[config.mk]
export PLATFORM = sky130hd
export DESIGN_NAME = vga_timing_gen
export DESIGN_NICKNAME = d
export VERILOG_FILES = /design/src/rtl/vga_timing_gen.sv
export SDC_FILE = /design/constraint.sdc
export NUM_CORES = 1
export LEC_CHECK = 0
export ABC_AREA = 1
export CORE_MARGIN = 2
export CORE_UTILIZATION = 45
export DETAILED_ROUTE_END_ITERATION = 16
export GPL_TIMING_DRIVEN = 1
export PLACE_DENSITY = 0.79
export SLEW_MARGIN = 20
export SYNTH_ARGS = -nofsm -noshare
export SYNTH_HDL_FRONTEND = slang
export SYNTH_SLANG_ARGS = --single-unit
[constraint.sdc]
create_clock -name clk -period 1.3 [get_ports clk]
set_input_delay 0.26 -clock clk [delete_from_list [all_inputs] [get_ports clk]]
set_output_delay 0.26 -clock clk [all_outputs]
set_load 0.01 [all_outputs]
[src/rtl/vga_timing_gen.sv]
// VGA raster timing generator: free-running h/v counters for the object bank,
// latency-matched sync/blank alignment and RRGGBB output register.
module vga_timing_gen #(
    parameter int   H_VISIBLE     = 800,
    parameter int   H_FRONT       = 56,
    parameter int   H_SYNC        = 120,
    parameter int   H_BACK        = 64,
    parameter int   V_VISIBLE     = 600,
    parameter int   V_FRONT       = 37,
    parameter int   V_SYNC        = 6,
    parameter int   V_BACK        = 23,
    parameter logic SYNC_POL      = 1'b1,
    parameter int   PIXEL_LATENCY = 1
) (
    input  logic        clk,
    input  logic        rst,
    input  logic [5:0]  pixel,
    output logic [10:0] cntr_h,
    output logic [9:0]  cntr_v,
    output logic        frame_tick,
    output logic        hsync,
    output logic        vsync,
    output logic        blank,
    output logic [5:0]  rgb
);

    localparam int H_TOTAL = H_VISIBLE + H_FRONT + H_SYNC + H_BACK;
    localparam int V_TOTAL = V_VISIBLE + V_FRONT + V_SYNC + V_BACK;

    localparam logic [10:0] H_VIS    = 11'(H_VISIBLE);
    localparam logic [10:0] H_SYNC_S = 11'(H_VISIBLE + H_FRONT);
    localparam logic [10:0] H_SYNC_E = 11'(H_VISIBLE + H_FRONT + H_SYNC);
    localparam logic [10:0] H_LAST   = 11'(H_TOTAL - 1);

    localparam logic [9:0] V_VIS    = 10'(V_VISIBLE);
    localparam logic [9:0] V_SYNC_S = 10'(V_VISIBLE + V_FRONT);
    localparam logic [9:0] V_SYNC_E = 10'(V_VISIBLE + V_FRONT + V_SYNC);
    localparam logic [9:0] V_LAST   = 10'(V_TOTAL - 1);

    logic h_wrap;
    logic vis;
    logic hs_raw;
    logic vs_raw;
    logic vis_d;
    logic hs_d;
    logic vs_d;

    assign h_wrap = (cntr_h == H_LAST);

    // Raster counters: h every clock, v on each h wrap, both wrap at frame end
    always_ff @(posedge clk) begin
        if (rst) begin
            cntr_h <= '0;
            cntr_v <= '0;
        end else if (h_wrap) begin
            cntr_h <= '0;
            cntr_v <= (cntr_v == V_LAST) ? '0 : cntr_v + 10'd1;
        end else begin
            cntr_h <= cntr_h + 11'd1;
        end
    end

    // Raw timing decoded from the counters the object bank is currently seeing
    assign vis    = (cntr_h < H_VIS) && (cntr_v < V_VIS);
    assign hs_raw = (cntr_h >= H_SYNC_S) && (cntr_h < H_SYNC_E);
    assign vs_raw = (cntr_v >= V_SYNC_S) && (cntr_v < V_SYNC_E);

    // Object-bank update point; decoded from registered counters so glitch-free
    assign frame_tick = (cntr_h == H_VIS) && (cntr_v == V_VIS);

    generate
        if (PIXEL_LATENCY == 0) begin : g_nodly
            assign {vis_d, hs_d, vs_d} = {vis, hs_raw, vs_raw};
        end else begin : g_dly
            logic [2:0] pipe [PIXEL_LATENCY];

            // Delay timing by the object-bank latency; reset loads blank/inactive
            always_ff @(posedge clk) begin
                if (rst) begin
                    for (int i = 0; i < PIXEL_LATENCY; i++) begin
                        pipe[i] <= 3'b000;
                    end
                end else begin
                    pipe[0] <= {vis, hs_raw, vs_raw};
                    for (int i = 1; i < PIXEL_LATENCY; i++) begin
                        pipe[i] <= pipe[i-1];
                    end
                end
            end

            assign {vis_d, hs_d, vs_d} = pipe[PIXEL_LATENCY-1];
        end
    endgenerate

    // Output register: polarity-applied syncs, blank, colour gated by blank
    always_ff @(posedge clk) begin
        if (rst) begin
            hsync <= ~SYNC_POL;
            vsync <= ~SYNC_POL;
            blank <= 1'b1;
            rgb   <= '0;
        end else begin
            hsync <= hs_d ? SYNC_POL : ~SYNC_POL;
            vsync <= vs_d ? SYNC_POL : ~SYNC_POL;
            blank <= ~vis_d;
            rgb   <= vis_d ? pixel : 6'b0;
        end
    end

endmodule

==> reports/metrics.cfg, run 1 <==
[global_route]
antenna_found_initial=0
grt_max_degree=14
gr-total-overflow=0
grtUsageTotal_pct=24.6
grt_pass1_wl_um=8140
grt_pass1_vias=1836

[cells_and_area]
syn2layout_area_growth_pct=58.8
nFillCells=275
n_antenna_cell=0
layout-drive-gt1-share_pct=36.3
nets=357

[floorplan]
initial_core_util_pct=47.3
coreArea_sq_um=3720
die_area_sq_um=4420
die_height_um=66.5
ios=39
row_count=22
die_x_um=66.5

[detailed_routing]
ant_nets=0
vias=2056
wire_per_inst_um=14.5
detail_route.vias_per_cell=5.24
first_pass_iters=4
routed_wl_um=5690
drt_iter0_drc=155
post-route-drc-count=0

[timing]
period_share_pct=128
setup_violations=24
fmax_ghz=0.601
slew_headroom_pct=79.0
fin_crit_ns=1.66
tns_ns=-2.51
worst_slack_ns=-0.363
tightest_slew_ns=0.313
rsz0062_at_grt=yes
finalHoldViolations=0
finalMaxSlewViolations=0
holdWs_ns=0.415
fin_skew_ns=0.00726

[setup_path]
path_class=reg2out
cp-start-kind=register
required_ns=1.04
cp.arrival_ns=1.40
path_max_fanout=2
worst_setup_path_end_kind=output pin

[worst_hold_path]
hp-class=reg2reg

[cts]
cts_tree=built
cts_sinks=33
root_buffer=clkbuf_8
cts_buffer_depth=2
clkTransAtPathRegs_ns=0.07
clock_latency_ns=0.30
cts_made_buffers=5
h-tree-depth=2

[status]
violations=negative setup slack
status=finished, violations left

[synthesis]
syn-num-nets=262
syn_area_per_cell_sq_um=7.08
ys_warn_count=0
synth_cell_type_count=28
synth_cells=248
synthesis.area_sq_um=1760
seq_area_frac_synth_pct=37.6
synth_seq_cells=33

[power]
p_leak_uw=0.00126
pwr_density_cell_nw_per_um2=731
ir_drop_mv=0.646

[job]
cap_violations=0

[placed_design]
port_buffers=38
finalWeightedCongestion=0.882
dp_hpwl_um=3290

-- final timing paths --
check                           slack (ns)         end  depth (start not counted)        startpoint
worst max-delay path                 -0.36  frame_tick                          6         cntr_h[0]
worst max register to register       -0.16   cntr_v[9]                          9         cntr_h[5]
worst min-delay path                  0.41       vsync                          2  g_dly.pipe[0][0]
worst min register to register        0.41       vsync                          2  g_dly.pipe[0][0]
-- repair_timing --
| action | 4_1_cts | 5_1_grt |
|---|---|---|
| pin swaps | 2 | 6 |
| endpoints found under the setup margin | 53 | 43 |
| gates cloned | 1 | 0 |
| buffers inserted | 5 | 3 |
| hold buffers | 0 | 0 |
| resized for setup | 54 | 45 |
-- registers in the layout, indices dropped and copies added, names as in the netlist --
| register | cells |
|---|---|
| vsync | 1 |
| blank | 1 |
| cntr_h | 11 |
| g_dly.pipe | 3 |
| hsync | 1 |
| rgb | 6 |
| cntr_v | 10 |
-- power by group --
| part | switching [uW] | total [uW] | internal [uW] |
|---|---|---|---|
| Sequential | 6.50 | 1040 | 1030 |
| Combinational | 105 | 224 | 119 |
| Clock | 411 | 780 | 369 |
-- through the flow --
stage	utilization, %	power [uW]	worst slack (ns)	cell area (sq um)	std cells
after global routing	75.1	2090	-0.489	2790	392
final	75.1	2040	-0.363	2790	392
after global placement	68.1	1230	-0.400	2530	376
after detailed placement	68.1	1240	-0.418	2530	376
after CTS	72.8	2010	-0.313	2700	390
after floorplan	-	1140	0.0376	1780	248
-- routing by layer --
metal | share of wire [%] | GRT usage, % | vias to the layer above
met3 | 7.9 | 5.07 | 30
met2 | 49 | 41.3 | 114
li1 | - | - | 969
met4 | 4.8 | 14.5 | 0
met5 | 0 | 0 | -
met1 | 39 | 28.7 | 943
-- cell usage after synthesis (all sizes together) --
master,n,area (sq um)
dfxtp,33,661
inv,44,165
nor2,41,191
nand3b,2,27.5
nand2,57,234
o21ai,7,35.0
buf,3,36.3
xor2,2,17.5
a31oi,1,6.26
ha,6,75.1
a21oi,15,97.6
nand3,17,90.1
nor3,9,45.0
or2,1,6.26
nand4,9,62.6
and3,1,6.26
-- logic make-up (layout without fill, tap and decap cells) --
kind of cell	count (synthesis)	after routing	share of synthesized area (%)
buffers and inverters	47	143	11.5
XOR/XNOR	2	2	0.997
flip-flops	33	33	37.6
AO/OA/AOI/OAI	23	23	7.91
AND/OR/NAND/NOR	137	137	37.7
adder cells (fa/ha/maj)	6	6	4.27
-- cell type report --
type / instances / area (sq um) / area share, %
multi-input combinational: 168 / 1000 / 36.0
timing repair buffer: 91 / 803 / 28.8
clock buffer: 5 / 68.8 / 2.47
tap: 48 / 60.1 / 2.15
sequential: 33 / 671 / 24.0
clock inverter: 3 / 17.5 / 0.628
inverter: 44 / 165 / 5.92
-- placed cells by master (no fill, tap or decap), types with 2 or more instances in the layout --
master,netlist,routed
nor3_1,9,6
ha_4,0,2
nand2_1,53,49
nand4_1,8,8
buf_4,0,46
inv_2,5,6
nand3_2,1,3
xor2_1,2,2
nor2_1,30,28
clkbuf_8,0,5
nor3_2,0,3
nand2_4,2,2
o21ai_0,5,4
clkinv_2,0,2
dfxtp_1,33,27
buf_12,1,4
dlygate4sd2_1,0,9
inv_1,39,38
nor2_4,2,5
a21oi_2,6,8
clkdlybuf4s50_1,0,7
nor2_2,9,8
nand2_2,2,5
clkdlybuf4s15_1,0,10
clkbuf_2,0,9
o21ai_1,2,3
nand3_1,16,14
ha_1,6,4
a21oi_1,9,7
dfxtp_2,0,5
buf_6,1,4
-- critical path, stage by stage, from the launching register on --
cell and delay, ns:
dfxtp_4 0.34, inv_1 0.07, ha_1 0.14, nand4_1 0.12, nor3_2 0.13, and3_1 0.20
buf_6 0.11
Power figures use the tool's default switching activity.
==> run 2, diff against run 1 <==
CORE_UTILIZATION = 50   (was 45)
PLACE_DENSITY = 0.83   (was 0.79)
clock period = 1.8 ns   (was 1.3 ns; I/O delays follow)
==> run 2 against run 1 <==
Compared with the run above:
- the run now ends clean
- total power down 23%
- clock power down 10%
- first-iteration DRC count down 43%
- global-route usage up 0.45 points
- critical path type unchanged
- critical endpoint unchanged
- largest cell class unchanged
==> reports/metrics.cfg, run 2 (synthesized netlist as in run 1, its figures left out) <==
[status]
status=completed  ; was finished, violations left

[timing]
tns_ns=0  ; was -2.51 ns
fin_skew_ns=0.0142  ; was 0.00726 ns
finalMaxSlewViolations=0  ; unchanged
tightest_slew_ns=0.350  ; was 0.313 ns
holdWs_ns=0.427  ; was 0.415 ns
worst_slack_ns=0.00582  ; was -0.363 ns
fmax_ghz=0.557
rsz0062_at_grt=yes  ; unchanged
finalHoldViolations=0  ; unchanged
setup_violations=0  ; was 24
slew_headroom_pct=76.6  ; was 79.0%
period_share_pct=99.7
fin_crit_ns=1.79

[cts]
clkTransAtPathRegs_ns=0.12  ; was 0.07 ns
cts_tree=built  ; unchanged
root_buffer=clkbuf_4  ; was clkbuf_8
cts_made_buffers=5  ; unchanged
postCtsSetupRepairBufs=0  ; was 5
h-tree-depth=2  ; unchanged
cts_buffer_depth=2  ; unchanged
clock_latency_ns=0.35  ; was 0.30 ns
cts_sinks=33  ; unchanged

[placed_design]
place_area_sq_um=2380  ; was 2530 sq um
dp_hpwl_um=3420  ; was 3290 um
finalWeightedCongestion=0.878  ; was 0.882
dp_slack_ns=-0.0456  ; was -0.418 ns
port_buffers=38  ; unchanged

[detailed_routing]
drt_iter0_drc=89  ; was 155
vias=1843  ; was 2056
ant_nets=0  ; unchanged
first_pass_iters=4  ; unchanged
post-route-drc-count=0  ; unchanged
wire_per_inst_um=12.5  ; was 14.5 um
routed_wl_um=4590  ; was 5690 um
detail_route.vias_per_cell=5.02  ; was 5.24

[cells_and_area]
regArea_sq_um=664  ; was 671 sq um
largest_reg_flops=11  ; unchanged
nFillCells=266  ; was 275
stdcell_area_sq_um=2510  ; was 2790 sq um
n_antenna_cell=0  ; unchanged
reg.largest.list=cntr_h x11, cntr_v x10, rgb x6  ; unchanged
nets=334  ; was 357
top_register=cntr_h  ; unchanged
syn2layout_area_growth_pct=42.8  ; was 58.8%
postLayoutCoreUtil_pct=74.6  ; was 75.1%
final_cell_mix=nand2_1 (53), inv_1 (38), clkdlybuf4s50_1 (33)  ; was nand2_1 (49), buf_4 (46), inv_1 (38), nor2_1 (28), dfxtp_1 (27)
final_common_cell=nand2_1  ; unchanged
layout-drive-gt1-share_pct=23.1  ; was 36.3%
multi_input_area_sq_um=908  ; was 1000 sq um

[global_route]
grt_pass1_wl_um=7830  ; was 8140 um
grt_max_degree=15  ; was 14
grt_pass1_vias=1772  ; was 1836
antenna_found_initial=0  ; unchanged
gr-total-overflow=0  ; unchanged
grtUsageTotal_pct=25.0  ; was 24.6%

[floorplan]
die_height_um=63.3  ; was 66.5 um
row_count=21  ; was 22
coreArea_sq_um=3360  ; was 3720 sq um
die_area_sq_um=4000  ; was 4420 sq um
initial_core_util_pct=52.2  ; was 47.3%
ios=39  ; unchanged
die_x_um=63.3  ; was 66.5 um

[power]
p_leak_uw=0.00116  ; was 0.00126 uW
clkPwrFrac_pct=44.8  ; was 38.3%
comb_power_share_pct=7.4  ; was 11.0%
p_sw_share_pct=21.1  ; was 25.6%
p_int_uw=1230  ; was 1520 uW
ir_drop_mv=0.694  ; was 0.646 mV
power_frac_seq_pct=47.9  ; was 50.8%
p_sw_uw=330  ; was 522 uW
pwr_density_cell_nw_per_um2=623  ; was 731 nW/um^2

[setup_path]
required_ns=1.44  ; was 1.04 ns
path_max_fanout=2  ; unchanged
cp.arrival_ns=1.43  ; was 1.40 ns
cp_slowest_cell=dfxtp_1  ; was dfxtp_4
slowest_delay_ns=0.33  ; was 0.34 ns
worst_setup_path_end_kind=output pin  ; unchanged
path_class=reg2out  ; unchanged
cp_cell_sequence=inv_1 > ha_1 > nand4_1 > nor3_1 > and3_1 > buf_2  ; was inv_1 > ha_1 > nand4_1 > nor3_2 > and3_1 > buf_6
cp-start-kind=register  ; unchanged

[job]
cap_violations=0  ; unchanged

[worst_hold_path]
hp-class=reg2reg  ; unchanged

==> run 2: cell count changes in the layout (fill, tap and decap cells not counted), sizes merged <==
cell	previous run	this run
dlymetal6s2s	0	4
clkinv	2	1
clkdlybuf4s15	11	0
clkinvlp	1	0
buf	55	31
clkdlybuf4s50	7	33
dlygate4sd2	9	0
clkbuf	14	5
bufinv	0	2
==> run 2: area by class of cell <==
type | count | share of cell area, %
clock buffers | 5 | 1.50
flip-flops and latches | 33 | 26.5
repair buffers | 68 | 24.3
well taps | 46 | 2.29
clock inverters | 3 | 2.59
inverters | 44 | 6.58
multi-input cells | 168 | 36.2
==> run 2: worst paths after layout <==
path                                  startpoint    endpoint  slack, ns  depth (start not counted)
worst min register to register  g_dly.pipe[0][1]       hsync       0.43                          2
worst min-delay path            g_dly.pipe[0][1]       hsync       0.43                          2
worst max-delay path                   cntr_h[1]  frame_tick      0.006                          6
worst max register to register         cntr_h[0]   cntr_v[2]       0.19                          9
==> run 2: routing by layer <==
metal / vias up / wire length (um) / track usage [%]
met5: - / 0 / 0
met4: 0 / 80 / 10.9
met3: 11 / 333 / 7.32
met2: 77 / 2320 / 42.7
met1: 832 / 1860 / 29.1
li1: 923 / - / -
==> run 2: metrics by stage <==
stage	instances	power [uW]
global placement	359	874
detailed placement	359	879
floorplan	248	819
finish	367	1560
global route	367	1630
CTS	367	1570
==> run 2: power by group through the flow <==
| stage | clock network [uW] | registers, uW | logic, uW |
|---|---|---|---|
| 6_report | 700 | 748 | 115 |
| 5_1_grt | 753 | 749 | 125 |
| 4_1_cts | 705 | 748 | 115 |
| 3_5_place_dp | 0 | 765 | 115 |
| 3_3_place_gp | 0 | 764 | 110 |
| 2_1_floorplan | 0 | 775 | 44.5 |
==> run 2: worst max-delay path: cells and delay by family, from the launching register on <==
family                   cells  cell delay (ns)
adder cells (fa/ha/maj)      1             0.15
buffers and inverters        2             0.21
flip-flops                   1             0.33
AND/OR/NAND/NOR              3             0.40
==> run 2: repair_timing <==
action / in CTS / in global routing
hold buffers: 0 / 0
endpoints found under the setup margin: 1 / 8
resized for setup: 5 / 9
